<file path="src/rtl/ssaes_pkg.sv">
// Shared small-scale AES definitions: nibble width, sequencer FSM states and
// the default state size in nibbles.
package ssaes_pkg;

  localparam int NW      = 4;  // nibble width
  localparam int DEF_NIB = 4;  // default nibbles per state word

  typedef enum logic [1:0] {
    IDLE = 2'd0,
    SUB  = 2'd1,
    DONE = 2'd2
  } state_e;

endpackage : ssaes_pkg

</file>
<file path="src/rtl/ark_sb_sequencer_if.sv">
// Handshake bundle for ark_sb_sequencer: input word (state + key), output
// word and busy. The slave modport is the sequencer side.
interface ark_sb_sequencer_if
  import ssaes_pkg::*;
#(
  parameter int NIB = DEF_NIB
);

  logic                in_valid;
  logic                in_ready;
  logic [NW*NIB-1:0]   in_state;
  logic [NW*NIB-1:0]   in_key;
  logic                out_valid;
  logic                out_ready;
  logic [NW*NIB-1:0]   out_state;
  logic                busy;

  modport slave (
    input  in_valid, in_state, in_key, out_ready,
    output in_ready, out_valid, out_state, busy
  );

  modport master (
    output in_valid, in_state, in_key, out_ready,
    input  in_ready, out_valid, out_state, busy
  );

endinterface : ark_sb_sequencer_if

</file>
<file path="src/rtl/ark_sb_sequencer_subbytes.sv">
// 4-bit small-scale AES S-box (SubBytes), purely combinational.
module ark_sb_sequencer_subbytes
  import ssaes_pkg::*;
(
  input  logic [NW-1:0] a_in,
  output logic [NW-1:0] b_out
);

  // Table lookup of the small-scale S-box
  always_comb begin
    b_out = 4'h0;
    case (a_in)
      4'h0: b_out = 4'h6;
      4'h1: b_out = 4'hB;
      4'h2: b_out = 4'h5;
      4'h3: b_out = 4'h4;
      4'h4: b_out = 4'h2;
      4'h5: b_out = 4'hE;
      4'h6: b_out = 4'h7;
      4'h7: b_out = 4'hA;
      4'h8: b_out = 4'h9;
      4'h9: b_out = 4'hD;
      4'hA: b_out = 4'hF;
      4'hB: b_out = 4'hC;
      4'hC: b_out = 4'h3;
      4'hD: b_out = 4'h1;
      4'hE: b_out = 4'h0;
      4'hF: b_out = 4'h8;
      default: b_out = 4'h0;
    endcase
  end

endmodule : ark_sb_sequencer_subbytes

</file>
<file path="src/rtl/ark_sb_sequencer.sv">
// AddRoundKey + nibble-serial SubBytes sequencer. Captures state ^ key, pushes
// one nibble per cycle through a single S-box and presents the collected word
// with valid/ready.
// Optional build macro ARK_SB_PIPE_EN: registers the S-box output, adding one
// cycle to the SUB phase (latency NIB+1 instead of NIB).
module ark_sb_sequencer
  import ssaes_pkg::*;
#(
  parameter int NIB = DEF_NIB
) (
  input  logic               clk,
  input  logic               rst,
  ark_sb_sequencer_if.slave  bus
);

  localparam int W    = NW * NIB;
  localparam int IDXW = (NIB > 1) ? $clog2(NIB) : 1;
  localparam logic [IDXW-1:0] LAST = IDXW'(NIB - 1);

  state_e          state_q, state_d;
  logic [IDXW-1:0] idx;
  logic [W-1:0]    work;
  logic [W-1:0]    result;
  logic [NW-1:0]   sb_in;
  logic [NW-1:0]   sb_out;
  logic            accept;
  logic            last_wr;

  assign accept        = (state_q == IDLE) && bus.in_valid;
  assign sb_in         = work[NW*int'(idx) +: NW];
  assign bus.out_state = result;

  ark_sb_sequencer_subbytes u_subbytes (
    .a_in  (sb_in),
    .b_out (sb_out)
  );

`ifdef ARK_SB_PIPE_EN
  logic [NW-1:0]   sb_q;
  logic [IDXW-1:0] wr_idx;
  logic            wr_vld;
  logic            feed_done;

  // SUB ends when the registered copy of the last nibble lands in result
  assign last_wr = wr_vld && (wr_idx == LAST);

  // Feed nibbles into the S-box register, then write them one cycle later
  always_ff @(posedge clk or posedge rst) begin
    if (rst) begin
      idx       <= '0;
      work      <= '0;
      result    <= '0;
      sb_q      <= '0;
      wr_idx    <= '0;
      wr_vld    <= 1'b0;
      feed_done <= 1'b0;
    end else if (accept) begin
      work      <= bus.in_state ^ bus.in_key;
      idx       <= '0;
      wr_vld    <= 1'b0;
      feed_done <= 1'b0;
    end else if (state_q == SUB) begin
      wr_vld <= !feed_done;
      if (!feed_done) begin
        sb_q   <= sb_out;
        wr_idx <= idx;
        if (idx == LAST) feed_done <= 1'b1;
        else             idx       <= idx + 1'b1;
      end
      if (wr_vld) result[NW*int'(wr_idx) +: NW] <= sb_q;
    end
  end
`else
  // SUB ends on the cycle the last nibble is written
  assign last_wr = (state_q == SUB) && (idx == LAST);

  // Capture state ^ key, then write one substituted nibble per SUB cycle
  always_ff @(posedge clk or posedge rst) begin
    if (rst) begin
      idx    <= '0;
      work   <= '0;
      result <= '0;
    end else if (accept) begin
      work <= bus.in_state ^ bus.in_key;
      idx  <= '0;
    end else if (state_q == SUB) begin
      result[NW*int'(idx) +: NW] <= sb_out;
      if (idx != LAST) idx <= idx + 1'b1;
    end
  end
`endif

  // FSM state register
  always_ff @(posedge clk or posedge rst) begin
    if (rst) state_q <= IDLE;
    else     state_q <= state_d;
  end

  // Next state and handshake outputs
  always_comb begin
    state_d       = state_q;
    bus.in_ready  = 1'b0;
    bus.out_valid = 1'b0;
    bus.busy      = 1'b1;
    case (state_q)
      IDLE: begin
        bus.in_ready = 1'b1;
        bus.busy     = 1'b0;
        if (bus.in_valid) state_d = SUB;
      end
      SUB: begin
        if (last_wr) state_d = DONE;
      end
      DONE: begin
        bus.out_valid = 1'b1;
        if (bus.out_ready) state_d = IDLE;
      end
      default: state_d = IDLE;
    endcase
  end

endmodule : ark_sb_sequencer

</file>
<file path="src/flat_wrapper.sv">
// flat-port wrapper written by rule: the top's interface ports become plain ports
module ark_sb_sequencer_flat import ssaes_pkg::*;
#(
  parameter int NIB = DEF_NIB
)
  (clk, rst, bus_in_valid, bus_in_state, bus_in_key, bus_out_ready, bus_in_ready, bus_out_valid, bus_out_state, bus_busy);
  ark_sb_sequencer_if #(.NIB(NIB)) bus_i ();
  input  logic clk;
  input  logic rst;
  input wire logic [$bits(bus_i.in_valid)-1:0] bus_in_valid;
  input wire logic [$bits(bus_i.in_state)-1:0] bus_in_state;
  input wire logic [$bits(bus_i.in_key)-1:0] bus_in_key;
  input wire logic [$bits(bus_i.out_ready)-1:0] bus_out_ready;
  output wire logic [$bits(bus_i.in_ready)-1:0] bus_in_ready;
  output wire logic [$bits(bus_i.out_valid)-1:0] bus_out_valid;
  output wire logic [$bits(bus_i.out_state)-1:0] bus_out_state;
  output wire logic [$bits(bus_i.busy)-1:0] bus_busy;
  assign bus_i.in_valid = bus_in_valid;
  assign bus_i.in_state = bus_in_state;
  assign bus_i.in_key = bus_in_key;
  assign bus_i.out_ready = bus_out_ready;
  assign bus_in_ready = bus_i.in_ready;
  assign bus_out_valid = bus_i.out_valid;
  assign bus_out_state = bus_i.out_state;
  assign bus_busy = bus_i.busy;
  ark_sb_sequencer #(.NIB(NIB)) u_core (.clk(clk), .rst(rst), .bus(bus_i));
endmodule
</file>
<file path="config.mk">
export PLATFORM = sky130hd
export DESIGN_NAME = ark_sb_sequencer_flat
export DESIGN_NICKNAME = d
export VERILOG_FILES = /design/src/rtl/ssaes_pkg.sv /design/src/rtl/ark_sb_sequencer_if.sv /design/src/rtl/ark_sb_sequencer_subbytes.sv /design/src/rtl/ark_sb_sequencer.sv /design/src/flat_wrapper.sv
export SDC_FILE = /design/constraint.sdc
export NUM_CORES = 1
export LEC_CHECK = 0
export ABC_CLOCK_PERIOD_IN_PS = 2400
export CAP_MARGIN = 10
export CORE_MARGIN = 1
export CORE_UTILIZATION = 30
export CTS_BUF_LIST = sky130_fd_sc_hd__clkbuf_8
export DETAILED_ROUTE_END_ITERATION = 10
export DONT_BUFFER_PORTS = 1
export SLEW_MARGIN = 10
export SYNTH_ARGS = -nofsm -noshare
export SYNTH_HDL_FRONTEND = slang
export SYNTH_SLANG_ARGS = --single-unit
export TNS_END_PERCENT = 100
</file>
<file path="constraint.sdc">
create_clock -name clk -period 2.4 [get_ports clk]
set_input_delay 0.24 -clock clk [delete_from_list [all_inputs] [get_ports clk]]
set_output_delay 0.24 -clock clk [all_outputs]
set_load 0.05 [all_outputs]
</file>
Word-level counts from Yosys, hierarchy flattened
Memory sizes are Yosys's and may differ from the RTL's.
Index checks and enable logic that the tools add are counted.
Storage, ports and cells
  output and inout port bits: 19
  memories kept: 1
  logic and storage cells: 38
  input bits: 36
  register bits after elaboration: 36
  bits in read-only memories: 64
Cells by class
  add/sub/neg operators: 2
  mux-type cells: 11
  reductions and logical operators: 8
  bitwise operators: 2
  shifts and indexed selects: 3
  eq/ne operators: 7
Memory list
  (name not given): depth 16, width 4, rd ports 1, clocked after Yosys merged registers in 0, write ports 0, line ark_sb_sequencer_subbytes.sv:12  | case (a_in)
Operators by type and width (count)
  4-bit negation with 33-bit output: 1
  4-bit by 33-bit variable shift with 16-bit output (first input constant): 1
  4-bit by 33-bit indexed part select with 16-bit output: 1
  16-bit bitwise mux: 1
  16-bit by 5-bit indexed part select with 4-bit output: 1
  16-bit bitwise XOR: 1
  2-bit two-way mux: 6
  2-bit != test (second input constant): 3
  2-bit one-hot mux with 3 select lines: 1
  2-bit == test (second input constant): 2
  2-bit AND reduction: 2
  2-bit nonzero test: 2
  1-bit two-way mux: 3
  3-bit AND reduction: 1
  2-bit by 1-bit adder with 2-bit output (second input constant): 1
  2-bit by 1-bit == test with 1-bit output (second input constant): 1
  1-bit logical AND: 2
  2-bit zero test: 1
  2-bit by 1-bit != test with 1-bit output (second input constant): 1
  1-bit NOT: 1

Logic depth before layout (Yosys ltp)
Gate-level depths: netlist of run 1.
  word-level depth: 4
  depth in mapped cells: 8
  gate-level depth less buffers: 7

Modules after synthesis
A second synthesis of run 1 with hierarchy kept.
Unflattened totals
  cell total of the unflattened synthesis: 183
  area total of the unflattened synthesis: 2103.3 sq um
Modules (own cells, without submodules)
  ark_sb_sequencer: sequential area each 900.9 sq um, cells each 159, times used 1, area an instance 1911.8 sq um
  ark_sb_sequencer_subbytes: sequential area each 0.0 sq um, cells each 24, times used 1, area an instance 191.4 sq um

Worst setup path after synthesis of run 1
Ideal clock, no wire load.
  path type: reg2reg
  from: reg u_core.idx[0]
  to: reg u_core.result[12] (netlist: u_core.bus.out_state[12])
  path slack: 0.304 ns
  stages on the path, launching flop included: 9
  setup time: 0.132 ns
  data required time: 2.268 ns
  arrival time: 1.964 ns
  buffers on the path: 1
  clock period less this slack: 2.096 ns
  cell sequence: dfrtp_1 > buf_2 > mux4_1 > inv_1 > ha_1 > inv_1 > mux2i_1 > mux2i_1 > o21ai_0
On the way
  word-level cells in the longest chain between the ends: 4
  elaborated cells on any way between the ends: 6
  classes of those cells: add/sub: 1; shift: 3; mux: 1; memory: 1
RTL lines
  from (decl): line ark_sb_sequencer.sv:21  | logic [IDXW-1:0] idx;
  from (signal assigned): line ark_sb_sequencer.sv:88  | if (idx != LAST) idx <= idx + 1'b1;
  16-bit by 5-bit indexed part select with 4-bit output: line ark_sb_sequencer.sv:30  | assign sb_in = work[NW*int'(idx) +: NW];
  memory read 16 x 4 bit
  4-bit by 33-bit indexed part select with 16-bit output: line ark_sb_sequencer.sv:87  | result[NW*int'(idx) +: NW] <= sb_out;
  16-bit bitwise mux *: line ark_sb_sequencer.sv:87
  to (signal, indexed assignment): line ark_sb_sequencer.sv:87
  to (decl): line ark_sb_sequencer.sv:23  | logic [W-1:0] result;
Every way passes the cells marked *; elsewhere a longest branch is shown, timed or not.
A chain may end at the register's enable or synchronous reset.

Final worst setup path of run 1
  from: reg u_core.idx[0]
  to: reg u_core.result[8] (netlist: u_core.bus.out_state[8])
Same word-level chain as after synthesis.

==> results of run 1 <==
[per-layer routing]
layer,vias to the layer above,wire [um],track usage [%]
met5,-,0,0
met4,0,38,4.74
met3,5,273,4.18
met2,54,1520,17.4
met1,605,1790,16.1
li1,636,-,-
[area by class of cell]
class | instances | area [um2] | share of cell area (%)
multi-input combinational | 130 | 950 | 44.3
sequential | 36 | 901 | 42.0
clock inverter | 3 | 38.8 | 1.81
tap | 75 | 93.8 | 4.38
inverter | 10 | 37.5 | 1.75
clock buffer | 5 | 68.8 | 3.21
timing repair buffer | 7 | 55.1 | 2.57
[synthesized netlist by cell type]
cell / n
a211oi_1: 1
o21ai_0: 12
buf_6: 2
xnor2_1: 16
a22o_2: 2
mux4_1: 2
or2b_1: 1
nand2b_1: 1
nor4b_1: 1
ha_1: 12
a21oi_1: 17
and2_1: 1
a21oi_2: 1
mux2i_2: 1
a22o_1: 5
nand4_1: 1
mux2_2: 1
clkbuf_1: 2
buf_2: 3
nand2_1: 16
mux2i_1: 7
mux4_2: 2
nor3_1: 2
nor3_2: 1
or3_1: 2
nor2_1: 19
nand4b_1: 1
inv_1: 10
dfrtp_1: 36
or2_2: 1
a21o_1: 1
nor2b_1: 2
o21bai_1: 1
[per-stage QoR]
step / setup slack (ns) / util, % / cells / hold WS, ns
finish: 0.317 / 35.4 / 266 / 0.135
detailed placement: 0.297 / 33.4 / 257 / 0.286
global placement: 0.390 / 33.4 / 257 / 0.285
global route: 0.130 / 35.4 / 266 / 0.135
floorplan: 0.304 / - / 183 / 0.407
CTS: 0.282 / 35.4 / 266 / 0.128
[power by group through the flow]
stage                     registers, uW  clock network (uW)  logic, uW
after global routing               1370                 558       1800
after floorplan                    1300                   0       1340
final                              1330                 522       1590
after CTS                          1340                 532       1610
after detailed placement           1350                   0       1600
after global placement             1340                   0       1580
[worst max-delay path by stage]
stage	start	to	cells past startpoint
after floorplan	u_core.idx[0]	u_core.bus.out_state[12]	8
after global placement	u_core.idx[1]	u_core.bus.out_state[8]	7
after detailed placement	u_core.idx[0]	u_core.bus.out_state[8]	7
after CTS	u_core.idx[0]	u_core.bus.out_state[8]	7
after global routing	u_core.idx[0]	u_core.bus.out_state[8]	7
final	u_core.idx[0]	u_core.bus.out_state[8]	7
[kinds of logic (layout without fill, tap and decap cells)]
family | after synthesis | in the layout | synth area share, %
mux | 13 | 13 | 9.97
buf+inv | 17 | 25 | 4.27
flops | 36 | 36 | 46.6
xor+xnor | 16 | 16 | 7.25
compound gates | 40 | 40 | 12.4
simple gates | 49 | 49 | 11.7
fa+ha+maj | 12 | 12 | 7.77
[flip-flops by register name (all words and copies together), names as in the netlist]
name                  cells
u_core.idx                2
u_core.state_q            2
u_core.work              16
u_core.bus.out_state     16
[what timing repair did]
action	in CTS	in global routing
hold buffers	1	0
endpoints found under the setup margin	0	0
endpoints found under the hold margin	36	0
[layout by cell type, fill, tap and decap left out, types with 2 or more instances in the layout]
master and instances:
a21oi_1 17, a22o_1 5, a22o_2 2, buf_4 6
clkbuf_8 5, dfrtp_1 36, ha_1 12, inv_1 11
mux2i_1 7, mux4_1 2, mux4_2 2, nand2_1 16
nor2_1 19, nor2b_1 2, nor3_1 2, o21ai_0 12
or3_1 2, xnor2_1 16
==> results.sh, run 1 <==
export IMPL_status="finished, final reports clean"
export IMPL_worstPathArrival_ns=2.24
export IMPL_die_x_um=82.3
export IMPL_critPathCaptureType="flip-flop"
export IMPL_clkSinkCount=36
export IMPL_finalMaxSlewViolations=0
export IMPL_comb_power_share_pct=46.1
export IMPL_overflow=0
export IMPL_tightest_slew_ns=0.511
export IMPL_totalWireLength_um=3620
export IMPL_skew_ns=0.00400
export IMPL_hold_depth=2
export IMPL_netlist_area_um2=1930
export IMPL_port_buffers=0
export IMPL_first_global_vias=1184
export IMPL_final_antenna_net_count=0
export IMPL_reg2reg_slack_ns=0.32
export IMPL_fin_area_um2=2140
export IMPL_critical_path_class="flip-flop to flip-flop"
export IMPL_cts_setup_buffers=0
export IMPL_hold_path_end="u_core.work[6]"
export IMPL_die_height_um=82.3
export IMPL_start_util_pct=31.9
export IMPL_ys_seq_area_share_pct=46.6
export IMPL_finalSetupViolations=0
export IMPL_p_sw_share_pct=47.4
export IMPL_tritoncts="built"
export IMPL_place_gp_congestion=0.798
export IMPL_p_seq_share_pct=38.7
export IMPL_cpMaxStageDelayCell="mux4_1"
export IMPL_fmax_mhz=480
export IMPL_hold_viol=0
export IMPL_path_delay_family="multiplexers"
export IMPL_ioPinCount=55
export IMPL_p_leak_uw=0.000965
export IMPL_synth_top_area_cell="dfrtp_1"
export IMPL_grt_first_pass_wirelength_um=5910
export IMPL_maxSlewHeadroom_pct=65.9
export IMPL_max_stage_delay_ns=0.66
export IMPL_clkPwrFrac_pct=15.2
export IMPL_numCtsBuffers=5
export IMPL_critPathRequiredTime_ns=2.56
export IMPL_cp_max_fo=5
export IMPL_final_nets=238
export IMPL_hold_start="bus_in_state[6]"
export IMPL_timing_final_crit_share_pct=86.8
export IMPL_clk_pin_slew_ns=0.07
export IMPL_wire_per_inst_um=13.6
export IMPL_drive_gt1_share_pct=11.5
export IMPL_n_fill_cell=623
export IMPL_synth_nets=231
export IMPL_fin_total_pwr_uw=3440
export IMPL_grt_antenna_before_repair=0
export IMPL_reg2reg_depth=7
export IMPL_start_kind="flip-flop"
export IMPL_yosysWarnings=0
export IMPL_n_antenna_cell=0
export IMPL_p_per_area_nw_per_um2=1600
export IMPL_power_report_internal_total_uw=1810
export IMPL_crit_chain="mux4_1 -> inv_1 -> ha_1 -> inv_1 -> mux2i_1 -> mux2i_1 -> o21ai_0"
export IMPL_ys_types=33
export IMPL_switchingPower_uw=1630
export IMPL_htree_levels=2
export IMPL_drc_errors=0
export IMPL_first_pass_iters=4
export IMPL_period_minus_slack_ns=2.08
export IMPL_yosys_register_bits=36
export IMPL_cts_resized=0
export IMPL_layout_area_overhead_vs_synth_pct=10.9
export IMPL_finalSetupTns_ns=0
export IMPL_vias_per_cell=4.89
export IMPL_r2r_start="u_core.idx[0]"
export IMPL_rows=28
export IMPL_syn_avg_cell_area_um2=10.6
export IMPL_grt_setup_unrepaired="no"
export IMPL_core_area_um2=6060
export IMPL_drt_iter0_markers=47
export IMPL_clkLatencyLatePin_ns=0.29
export IMPL_yosysTopAreaCellShare_pct=46.6
export IMPL_synth_area_leaders="dfrtp_1 (47%), ha_1 (7.8%), xnor2_1 (7.2%), a21oi_1 (4.4%), nor2_1 (3.7%)"
export IMPL_postSynthCellCount=183
export IMPL_cts_path_max_buffers=2
export IMPL_dieArea_um2=6770
export IMPL_path_buf_inv=2
export IMPL_dpl_cell_area_um2=2030
export IMPL_cts_root_buf="clkbuf_8"
export IMPL_vias=1300
export IMPL_vdd_ir_drop_max_mv=0.792
export IMPL_timing_rr_end="u_core.bus.out_state[8]"
export IMPL_grt_max_degree=37
export IMPL_dp_hpwl_um=2760
export IMPL_drv_cap=0
export IMPL_min_path_type="input pin to flip-flop"
export IMPL_grt_total_usage_pct=12.0
Note: power is estimated with default switching activity, not from simulation.
==> inputs of run 2 (changes only) <==
--- a/config.mk
+++ b/config.mk
@@ -5,6 +5,7 @@
 export SDC_FILE = /design/constraint.sdc
 export NUM_CORES = 1
 export LEC_CHECK = 0
+export ABC_AREA = 1
 export ABC_CLOCK_PERIOD_IN_PS = 2400
 export CAP_MARGIN = 10
 export CORE_MARGIN = 1
==> run 2 against run 1 <==
Net effect:
- hold slack worse by 0.090 ns
- highest routed layer unchanged
- critical endpoint is now u_core.bus.out_state[4]
- critical path type unchanged
- die area up 8.6%
- non-clock buffer count unchanged
- setup slack better by 0.14 ns
- count of clock-buffer cells in the layout unchanged
==> results.sh, run 2 <==
export IMPL_clk_pin_slew_ns=0.07
export IMPL_syn_avg_cell_area_um2=8.15
export IMPL_mostFrequentLayoutCells="nand2_1 (93), dfrtp_1 (36), inv_1 (23)"
export IMPL_htree_levels=2
export IMPL_synth_nets=306
export IMPL_vias=1597
export IMPL_vdd_ir_drop_max_mv=0.517
export IMPL_p_per_area_nw_per_um2=1540
export IMPL_n_fill_cell=714
export IMPL_yosys_register_bits=36
export IMPL_finalNonFillerCells=359
export IMPL_cpMostUsedCell="nand2_1"
export IMPL_yosysTopAreaCellShare_pct=42.8
export IMPL_die_x_um=85.7
export IMPL_drv_cap=0
export IMPL_cpMaxStageDelayCell="dfrtp_1"
export IMPL_met1Wirelength_um=2080
export IMPL_critPathRequiredTime_ns=2.57
export IMPL_period_minus_slack_ns=1.94
export IMPL_totalWireLength_um=4170
export IMPL_finalSetupViolations=0
export IMPL_status="finished, final reports clean"
export IMPL_die_height_um=85.7
export IMPL_switchingPower_uw=1910
export IMPL_rows=30
export IMPL_max_stage_delay_ns=0.51
export IMPL_tritoncts="built"
export IMPL_grt_setup_unrepaired="no"
export IMPL_grt_antenna_before_repair=0
export IMPL_wl_met2_um=1800
export IMPL_layout_area_overhead_vs_synth_pct=9.22
export IMPL_synth_area_leaders="dfrtp_1 (43%), nand2_1 (17%), ha_1 (7.1%), xnor2_1 (6.7%), nand3_1 (4.5%)"
export IMPL_fin_area_um2=2300
export IMPL_synthFlopType="dfrtp_1"
export IMPL_clkSinkCount=36
export IMPL_port_buffers=0
export IMPL_tightest_slew_ns=0.494
export IMPL_clkLatencyLatePin_ns=0.28
export IMPL_yosysMostFrequentCell="nand2_1"
export IMPL_wire_per_inst_um=11.6
export IMPL_hold_start="bus_out_ready"
export IMPL_synth_top_area_cell="dfrtp_1"
export IMPL_async_flop_share_pct=100
export IMPL_drt_iter0_markers=84
export IMPL_power_report_internal_total_uw=1610
export IMPL_ys_seq_area_share_pct=42.8
export IMPL_final_common_cell="nand2_1"
export IMPL_cts_setup_buffers=0
export IMPL_netlist_area_um2=2100
export IMPL_dp_cells=353
export IMPL_grt_max_degree=37
export IMPL_synth_edff_count=0
export IMPL_p_seq_share_pct=38.9
export IMPL_first_pass_iters=4
export IMPL_finalSetupTns_ns=0
export IMPL_drive_gt1_share_pct=11.4
export IMPL_yosysWarnings=0
export IMPL_hold_depth=1
export IMPL_ys_top_cells_by_count="nand2_1 (93), dfrtp_1 (36), inv_1 (23)"
export IMPL_reg2reg_slack_ns=0.46
export IMPL_min_path_type="input pin to flip-flop"
export IMPL_crit_chain="inv_2 -> nand2_1 -> nand3_1 -> nand2_2 -> inv_1 -> ha_1 -> inv_1 -> nand2_1 -> nand3_1 -> nand2_2 -> nand4_1 -> nand2_1"
export IMPL_ioPinCount=55
export IMPL_drc_errors=0
export IMPL_cp_max_fo=15
export IMPL_n_antenna_cell=0
export IMPL_ys_types=22
export IMPL_route_met3_wl_um=261
export IMPL_final_nets=313
export IMPL_p_sw_share_pct=54.2
export IMPL_grt_total_usage_pct=12.7
export IMPL_start_kind="flip-flop"
export IMPL_hold_path_end="u_core.state_q[1]"
export IMPL_utilization_pct=33.8
export IMPL_worstPathArrival_ns=2.11
export IMPL_clkPwrFrac_pct=10.8
export IMPL_timing_final_crit_share_pct=80.8
export IMPL_overflow=0
export IMPL_first_global_vias=1508
export IMPL_postSynthCellCount=258
export IMPL_start_util_pct=31.0
export IMPL_critPathCaptureType="flip-flop"
export IMPL_fmax_mhz=516
export IMPL_dpl_cell_area_um2=2220
export IMPL_reg2reg_depth=12
export IMPL_p_leak_uw=0.00118
export IMPL_cts_resized=0
export IMPL_dieArea_um2=7350
export IMPL_cts_path_max_buffers=2
export IMPL_grt_first_pass_wirelength_um=7330
export IMPL_comb_power_share_pct=50.4
export IMPL_final_antenna_net_count=0
export IMPL_finalMaxSlewViolations=0
export IMPL_place_gp_congestion=0.931
export IMPL_core_area_um2=6790
export IMPL_ctsHoldBuffers=1
export IMPL_top_layer="met4"
export IMPL_dp_hpwl_um=3120
export IMPL_numCtsBuffers=5
export IMPL_timing_rr_end="u_core.bus.out_state[4]"
export IMPL_vias_per_cell=4.45
export IMPL_cts_root_buf="clkbuf_8"
export IMPL_critical_path_class="flip-flop to flip-flop"
export IMPL_hold_viol=0
export IMPL_maxSlewHeadroom_pct=67.0
export IMPL_r2r_start="u_core.idx[0]"
export IMPL_skew_ns=0.00495
-- run 2: changes by cell type in the layout (fill, tap and decap cells not counted), sizes merged, moves of 8 or more --
cell | previous run | this run
nor2 | 19 | 4
mux2i | 8 | 0
a21oi | 18 | 0
nand2 | 16 | 102
inv | 11 | 25
nand3 | 0 | 25
-- run 2: final cells by class --
cell class	instances	area, um2	area share [%]
multi-input combinational	190	1060	46.1
timing repair buffer	7	55.1	2.40
tap	96	120	5.23
sequential	36	901	39.2
clock buffer	5	68.8	3.00
inverter	25	93.8	4.08
-- run 2: metal layers --
layer  vias to the layer above  track usage [%]
met3                         6             3.66
met4                         0             3.18
met5                         -                0
met1                       711             17.9
li1                        829                -
met2                        51             19.1
-- run 2: metrics by stage --
stage          hold slack (ns)  total power, uW  worst slack [ns]
2_1_floorplan            0.336             2780             0.494
3_3_place_gp             0.258             3140             0.549
3_5_place_dp             0.262             3170             0.493
4_1_cts                 0.0404             3560             0.463
5_1_grt                 0.0535             3900             0.202
6_report                0.0450             3530             0.462
-- run 2: worst max path at each step --
stage / startpoint / to / cells after the start
floorplan: u_core.state_q[0] / u_core.work[5] / 5
global placement: u_core.idx[0] / u_core.bus.out_state[4] / 12
detailed placement: u_core.idx[0] / u_core.bus.out_state[4] / 12
CTS: u_core.idx[0] / u_core.bus.out_state[4] / 12
global route: u_core.idx[0] / u_core.bus.out_state[4] / 12
finish: u_core.idx[0] / u_core.bus.out_state[4] / 12
-- run 2: power groups by stage --
| stage | clock network, uW | registers, uW | logic, uW |
|---|---|---|---|
| after floorplan | 0 | 1320 | 1470 |
| after global placement | 0 | 1380 | 1770 |
| after detailed placement | 0 | 1390 | 1780 |
| after CTS | 393 | 1380 | 1790 |
| after global routing | 423 | 1410 | 2070 |
| final | 379 | 1370 | 1780 |
-- run 2: cells by family (layout without fill, tap and decap cells) --
kind of cell	Yosys count	after routing	share of synthesized area, %
xor gates and xnor gates	16	16	6.66
AOI/OAI and AO/OA	19	19	4.70
and+or+nand+nor	143	143	31.8
DFF	36	36	42.8
adders and majority gates	12	12	7.14
buffers and inverters	32	37	6.84
-- run 2: critical path: cells and delay by family, from the launching register on --
family                     cells  cell delay, ns
and+or+nand+nor                8            0.64
adders and majority gates      1            0.32
buffers and inverters          3            0.36
DFF                            1            0.51
==> inputs of run 3 (changes only) <==
--- a/config.mk
+++ b/config.mk
@@ -5,8 +5,8 @@
 export SDC_FILE = /design/constraint.sdc
 export NUM_CORES = 1
 export LEC_CHECK = 0
-export ABC_AREA = 1
-export ABC_CLOCK_PERIOD_IN_PS = 2400
+export ABC_AREA = 0
+export ABC_CLOCK_PERIOD_IN_PS = 2020
 export CAP_MARGIN = 10
 export CORE_MARGIN = 1
 export CORE_UTILIZATION = 30
==> constraint.sdc (replaced) <==
create_clock -name clk -period 2.02 [get_ports clk]
set_input_delay 0.202 -clock clk [delete_from_list [all_inputs] [get_ports clk]]
set_output_delay 0.202 -clock clk [all_outputs]
set_load 0.05 [all_outputs]
==> run 3 against run 2 <==
Net effect:
- wire length fell by 11%
- critical endpoint is now u_core.bus.out_state[15]
- register-to-register slack got worse by 0.37 ns
- hold slack improved by 0.059 ns
- clock power rose by 24%
- final cell count fell by 25%
- largest cell class unchanged
- clock skew barely moved
- critical path type unchanged
- flip-flop and latch count did not move
- die area fell by 7.9%
==> results.sh, run 3 (synthesis gave the netlist of run 1 again) <==
export IMPL_status="finished, final reports clean"
export IMPL_cts_setup_buffers=0
export IMPL_ioPinCount=55
export IMPL_drc_errors=0
export IMPL_final_antenna_net_count=0
export IMPL_hold_viol=0
export IMPL_overflow=0
export IMPL_dieArea_um2=6770
export IMPL_drive_gt1_share_pct=19.4
export IMPL_mostFrequentLayoutCells="dfrtp_1 (36), nor2_1 (19), a21oi_1 (17)"
export IMPL_timing_rr_end="u_core.bus.out_state[15]"
export IMPL_vdd_ir_drop_max_mv=0.861
export IMPL_vias=1319
export IMPL_dp_hpwl_um=2780
export IMPL_skew_ns=0.00532
export IMPL_p_seq_share_pct=36.9
export IMPL_fin_total_pwr_uw=4330
export IMPL_finalSetupViolations=0
export IMPL_dp_cells=263
export IMPL_cp_max_fo=4
export IMPL_maxSlewHeadroom_pct=67.0
export IMPL_drv_cap=0
export IMPL_utilization_pct=36.1
export IMPL_totalWireLength_um=3710
export IMPL_worstPathArrival_ns=2.10
export IMPL_numCtsBuffers=5
export IMPL_hold_start="bus_in_state[15]"
export IMPL_p_per_area_nw_per_um2=1980
export IMPL_hold_path_end="u_core.work[15]"
export IMPL_finalNonFillerCells=271
export IMPL_r2r_start="u_core.idx[0]"
export IMPL_wire_per_inst_um=13.7
export IMPL_p_leak_uw=0.000952
export IMPL_n_antenna_cell=0
export IMPL_gr_usage_met3_pct=3.96
export IMPL_min_path_type="input pin to flip-flop"
export IMPL_reg2reg_slack_ns=0.09
export IMPL_htree_levels=2
export IMPL_switchingPower_uw=2080
export IMPL_grt_first_pass_wirelength_um=6070
export IMPL_critical_path_class="flip-flop to flip-flop"
export IMPL_final_common_cell="dfrtp_1"
export IMPL_die_height_um=82.3
export IMPL_critPathCaptureType="flip-flop"
export IMPL_cts_root_buf="clkbuf_8"
export IMPL_final_nets=244
export IMPL_tightest_slew_ns=0.495
export IMPL_grt_max_degree=37
export IMPL_hold_depth=2
export IMPL_timing_final_crit_share_pct=95.4
export IMPL_clkSinkCount=36
export IMPL_drt_iter0_markers=56
export IMPL_vias_per_cell=4.87
export IMPL_tritoncts="built"
export IMPL_critPathRequiredTime_ns=2.19
export IMPL_fmax_mhz=519
export IMPL_grt_antenna_before_repair=0
export IMPL_top_usage_layer="met2"
export IMPL_clkLatencyLatePin_ns=0.28
export IMPL_start_util_pct=31.9
export IMPL_port_buffers=0
export IMPL_period_minus_slack_ns=1.93
export IMPL_start_kind="flip-flop"
export IMPL_comb_power_share_pct=52.2
export IMPL_cts_path_max_buffers=2
export IMPL_met2_usage_pct=19.7
export IMPL_finalSetupTns_ns=0
export IMPL_place_gp_congestion=0.780
export IMPL_layout_area_overhead_vs_synth_pct=13.1
export IMPL_rows=28
export IMPL_first_global_vias=1243
export IMPL_first_pass_iters=4
export IMPL_reg2reg_depth=6
export IMPL_grt_total_usage_pct=12.1
export IMPL_die_x_um=82.3
export IMPL_power_report_internal_total_uw=2250
export IMPL_clk_pin_slew_ns=0.07
export IMPL_p_sw_share_pct=48.1
export IMPL_core_area_um2=6060
export IMPL_use_met1_pct=15.3
export IMPL_finalMaxSlewViolations=0
export IMPL_grt_setup_unrepaired="yes"
export IMPL_clkPwrFrac_pct=10.8
export IMPL_startpoint="u_core.idx[0]"
## run 3: changes by cell type in the layout (fill, tap and decap cells not counted), moves of 4 or more
cell	delta
o21ai_0	-11
nand3_2	-6
buf_4	+5
o21ai_1	+6
mux2i_2	+4
nand2_1	-77
mux4_2	+4
nor2_1	+15
a22o_1	+5
nand4_1	-7
a21oi_1	+17
inv_1	-16
nand2_2	-6
nand3_1	-19
## run 3: per-stage QoR
step                      setup slack [ns]  hold slack (ns)  cell area, um2
after floorplan                    0.00915            0.369            1930
after global placement              0.0344            0.236            2070
after detailed placement           0.00845            0.248            2070
after CTS                           0.0341           0.0996            2160
after global routing              -0.00806            0.103            2190
final                               0.0926            0.104            2190
## run 3: worst max-delay path by stage
stage | depth (start not counted) | slack (ns) | to
6_report | 6 | 0.09 | u_core.bus.out_state[15]
2_1_floorplan | 8 | 0.009 | u_core.bus.out_state[12]
3_3_place_gp | 7 | 0.03 | u_core.bus.out_state[8]
3_5_place_dp | 8 | 0.008 | u_core.bus.out_state[8]
5_1_grt | 7 | -0.008 | u_core.bus.out_state[10]
4_1_cts | 7 | 0.03 | u_core.bus.out_state[8]
## run 3: power groups by stage
stage               clock [uW]  combinational (uW)  sequential (uW)
finish                     469                2260             1600
global route               516                2530             1650
CTS                        485                2100             1610
detailed placement           0                2040             1620
global placement             0                2000             1610
floorplan                    0                1610             1540
## run 3: worst max-delay path, cell delays in order, from the launching register on
cell     delay, ns
dfrtp_1       0.38
mux4_2        0.53
buf_4         0.17
ha_1          0.21
mux2i_2       0.21
a21oi_2       0.11
a22o_1        0.20
## run 3: area by class of cell
type	count	area (um2)
Fill cell	620	3870
Multi-Input combinational cell	130	968
Sequential cell	36	901
Timing Repair Buffer	13	104
Tap cell	75	93.8
Clock buffer	5	68.8
Inverter	10	41.3
Clock inverter	2	8.76
## run 3: layer usage
layer | routed length, um | up-vias
met4 | 21 | 0
met5 | 0 | -
met1 | 1700 | 622
met3 | 221 | 4
li1 | - | 647
met2 | 1770 | 46
## run 3: timing repair
action | CTS | global route
endpoints found under the hold margin | 36 | 0
pin swaps | 0 | 1
hold buffers | 1 | 0
setup endpoints to repair | 2 | 12
gates resized for setup | 1 | 15
